File: src/rtl/output_queue_buffer.sv
// Router output-port flit queue: first-word-fall-through FIFO with valid/ready drain,
// occupancy flags for the switch allocator and a sticky overflow indicator.
module output_queue_buffer #(
  parameter int unsigned DATA_WIDTH   = 32,
  parameter int unsigned PTR_W        = 2,
  parameter int unsigned AFULL_THRESH = 3
) (
  input  logic                  clk,
  input  logic                  rst,
  input  logic                  wr_en,
  input  logic [DATA_WIDTH-1:0] data_in,
  input  logic                  ready_in,
  output logic                  valid_out,
  output logic [DATA_WIDTH-1:0] data_out,
  output logic                  full,
  output logic                  almost_full,
  output logic                  empty,
  output logic [PTR_W:0]        count,
  output logic                  overflow_err
);

  localparam int unsigned    DEPTH    = 1 << PTR_W;
  localparam logic [PTR_W:0] CntDepth = (PTR_W + 1)'(DEPTH);
  localparam logic [PTR_W:0] CntAfull = (PTR_W + 1)'(AFULL_THRESH);
  localparam logic [PTR_W:0] CntOne   = (PTR_W + 1)'(1);
  localparam logic [PTR_W-1:0] PtrOne = PTR_W'(1);

  logic [DATA_WIDTH-1:0] r_mem [DEPTH];
  logic [PTR_W-1:0]      r_wr_ptr;
  logic [PTR_W-1:0]      r_rd_ptr;
  logic [PTR_W:0]        r_count;
  logic                  r_overflow_err;

  logic                  w_pop;
  logic                  w_push;
  logic [PTR_W:0]        w_count_d;

  // A pop frees a slot in the same edge, so a full queue can still accept a write.
  assign w_pop  = valid_out & ready_in;
  assign w_push = wr_en & (~full | w_pop);

  always_comb begin
    w_count_d = r_count;
    case ({w_push, w_pop})
      2'b10:   w_count_d = r_count + CntOne;
      2'b01:   w_count_d = r_count - CntOne;
      default: w_count_d = r_count;
    endcase
  end

  always_ff @(posedge clk or negedge rst) begin
    if (!rst) begin
      r_wr_ptr       <= '0;
      r_rd_ptr       <= '0;
      r_count        <= '0;
      r_overflow_err <= 1'b0;
    end else begin
      if (w_push) r_wr_ptr <= r_wr_ptr + PtrOne;
      if (w_pop)  r_rd_ptr <= r_rd_ptr + PtrOne;
      r_count <= w_count_d;
      if (wr_en && !w_push) r_overflow_err <= 1'b1;
    end
  end

  // Storage is deliberately left out of reset.
  always_ff @(posedge clk) begin
    if (w_push) r_mem[r_wr_ptr] <= data_in;
  end

  assign count        = r_count;
  assign empty        = (r_count == '0);
  assign full         = (r_count == CntDepth);
  assign almost_full  = (r_count >= CntAfull);
  assign overflow_err = r_overflow_err;
  assign valid_out    = ~empty;
  assign data_out     = valid_out ? r_mem[r_rd_ptr] : '0;

endmodule

File: config.mk
export PLATFORM = sky130hd
export DESIGN_NAME = output_queue_buffer
export DESIGN_NICKNAME = d
export VERILOG_FILES = /design/src/rtl/output_queue_buffer.sv
export SDC_FILE = /design/constraint.sdc
export NUM_CORES = 1
export LEC_CHECK = 0
export CAP_MARGIN = 5
export CORE_ASPECT_RATIO = 0.6
export CORE_UTILIZATION = 45
export DETAILED_ROUTE_END_ITERATION = 10
export PLACE_DENSITY = 0.71
export SLEW_MARGIN = 10
export SYNTH_ARGS = -nofsm -noshare
export SYNTH_HDL_FRONTEND = slang
export SYNTH_SLANG_ARGS = --single-unit
File: constraint.sdc
create_clock -name clk -period 2.57 [get_ports clk]
set_clock_uncertainty 0.2 [all_clocks]
set_input_delay 0.514 -clock clk [delete_from_list [all_inputs] [get_ports clk]]
set_output_delay 0.514 -clock clk [all_outputs]
set_load 0.05 [all_outputs]
==> metrics.csv <==
stage;metric;value;unit
clock_tree;postCtsResizedCells;36;
grt;grtUsageTotal;0.179;
drt;wl_per_cell;18.9;um
floorplanning;fp.coreArea;0.0115;sq mm
layout;multiInputGateArea;0.00134;sq mm
timing;slew_headroom;0.666;
placed_design;gp_congestion;0.770;
timing;slew_viol_final;0;
yosys;synth_top_cell_area_share;0.711;
clock_tree;cts.sinks;136;
layout;layout_commonest_cell;edfxtp_1;
yosys;synth_ff_type;edfxtp_1;
setup_path;cp-end-kind;output pin;
grt;grt_pass1_vias;2863;
outcome;violations;negative setup slack;
outcome;status;complete, but fails checks;
layout;drive_above_1_share;0.446;
clock_tree;path_clk_slew;0.06;ns
floorplanning;ios;76;
drt;routed_wl;10.0;mm
setup_path;cp-start-kind;flip-flop;
layout;syn_to_final_growth;40.2;%
setup_path;path_max_fanout;19;
drt;drtIter0Drc;142;
drt;ant_nets;0;
drt;route.detailed.drc;0;
timing;period_share;1.01;
timing;finalSetupViolCount;17;
worst_hold_path;hold_class;input port to asynchronous set/reset pin;
yosys;synthTopCellsByArea;edfxtp_1 (71%), mux4_2 (13%), and2_1 (3.7%);
floorplanning;dieArea;0.0125;sq mm
yosys;synth_area_per_cell;20.8;sq um
grt;grt_pass1_wl;15.6;mm
layout;fin_nets;399;
clock_tree;cts_root_buffer;clkbuf_16;
layout;regArea;0.00405;sq mm
run;drv_cap;0;
placed_design;io_buffer_count;75;
timing;worstMarginPinSlew;0.500;ns
yosys;synth_nets;301;
grt;grt_overflow_total;0;
placed_design;dpl_worst_slack;-0.347;ns
clock_tree;post-cts-setup-buffers;0;
yosys;ys_warn_count;0;
clock_tree;cts_buffers;17;
layout;fillers;791;
clock_tree;worst_skew_pair.late_latency;0.40;ns
yosys;yosysTopAreaCell;edfxtp_1;
floorplanning;die_x;143;um
clock_tree;cts_tree;yes;
clock_tree;h-tree-depth;4;
yosys;synth_seq_cells;136;
timing;rsz0062_at_grt;yes;
timing;setup_slack;-0.0282;ns
floorplanning;die_y;86.9;um
layout;antenna_cells;0;
drt;dr_total_vias;2709;
floorplanning;rows;30;
setup_path;arrival;1.88;ns
setup_path;critPathRequiredTime;1.86;ns
clock_tree;clk_path_buf_depth;2;
yosys;syn_inst;260;
setup_path;crit_type;flip-flop to output pin;
placed_design;place_area;0.00685;sq mm
timing;min_period;2.60;ns
timing;fmax;385;MHz
clock_tree;cts_hold_buf;0;
drt;vias_per_cell;5.11;
yosys;synth_enable_flop_cells;128;
yosys;ys_types;32;
drt;drt_pass1_iterations;4;
yosys;ys_seq_area_frac;0.748;
layout;layout_common_cells;edfxtp_1 (128), buf_12 (41), clkdlybuf4s50_1 (39), mux4_2 (32), and2_4 (32);
layout;stdcell_area;0.00757;sq mm
grt;antenna_found_initial;0;
placed_design;dp.final_hpwl;6.23;mm
timing;hold_viol_final;0;
grt;grt_max_degree;36;
yosys;async_flop_share;0.0588;
yosys;syn_area;0.00540;sq mm
floorplanning;start_util;0.470;
[worst max-delay path, cell delays in order, from the launching register on]
cell and delay, ns:
dfrtp_2 0.40, buf_12 0.21, mux4_2 0.52, and2_4 0.19
buf_12 0.14
[metrics by stage]
stage / util / std cells / hold WS (ns) / TNS (ns)
2_1_floorplan: - / 260 / 0.0184 / -1.04
3_3_place_gp: 0.596 / 499 / 0.267 / -0.367
3_5_place_dp: 0.596 / 499 / 0.274 / -0.454
4_1_cts: 0.659 / 530 / 0.221 / -0.818
5_1_grt: 0.659 / 530 / 0.227 / -2.19
6_report: 0.659 / 530 / 0.223 / -0.226
[flip-flops by register name, indices dropped and copies added, names as in the netlist]
signal / count
count: 3
overflow_err: 1
r_mem: 128
r_rd_ptr: 2
r_wr_ptr: 2
[path summary, 6_finish.rpt]
check	cells past startpoint	slack (ns)	start	end
min in group clk	1	0.28	overflow_err$_DFFE_PN0P_	overflow_err$_DFFE_PN0P_
setup reg to reg	7	0.19	count[2]$_DFFE_PN0P_	count[2]$_DFFE_PN0P_
hold reg to reg	1	0.28	overflow_err$_DFFE_PN0P_	overflow_err$_DFFE_PN0P_
hold / removal	1	0.22	rst	r_wr_ptr[1]$_DFFE_PN0P_
max in group asynchronous	1	1.60	rst	r_rd_ptr[1]$_DFFE_PN0P_
setup / recovery	4	-0.03	r_rd_ptr[0]$_DFFE_PN0P_	data_out[15]
[routing by layer]
layer / global-route usage / wire length (um) / share of wire / vias up
met1: 0.239 / 4560 / 0.46 / 1396
met5: 0 / 0 / 0 / -
met3: 0.0539 / 442 / 0.044 / 12
li1: - / - / - / 1226
met4: 0.0609 / 99 / 0.0099 / 0
met2: 0.284 / 4910 / 0.49 / 75
[final cells by class]
type | instances | area share
Tap cell | 160 | 0.0264
Timing Repair Buffer | 93 | 0.174
Sequential cell | 136 | 0.535
Clock buffer | 17 | 0.0562
Multi-Input combinational cell | 102 | 0.176
Clock inverter | 14 | 0.0273
Inverter | 8 | 0.00496
[synthesized netlist by cell type, types with 2 or more instances]
cell type,count
or3_1,2
ha_1,4
and2_1,32
nor2_1,2
xor2_1,2
inv_1,8
buf_2,5
xnor2_1,3
nand3_1,2
clkbuf_1,5
buf_6,4
edfxtp_1,128
dfrtp_1,8
o21ai_0,3
mux4_2,32
and2_2,4
[kinds of logic (layout without fill, tap and decap cells)]
| family | after synthesis | after routing | synth area share |
|---|---|---|---|
| mux | 33 | 33 | 0.136 |
| flops | 136 | 136 | 0.748 |
| simple gates | 48 | 48 | 0.0558 |
| compound gates | 11 | 11 | 0.0167 |
| fa+ha+maj | 5 | 5 | 0.0130 |
| buf+inv | 22 | 132 | 0.0220 |
| xor+xnor | 5 | 5 | 0.00811 |
Power is not shown: default switching activity piles up to over one toggle a cycle in this logic, so the estimate is an artifact.
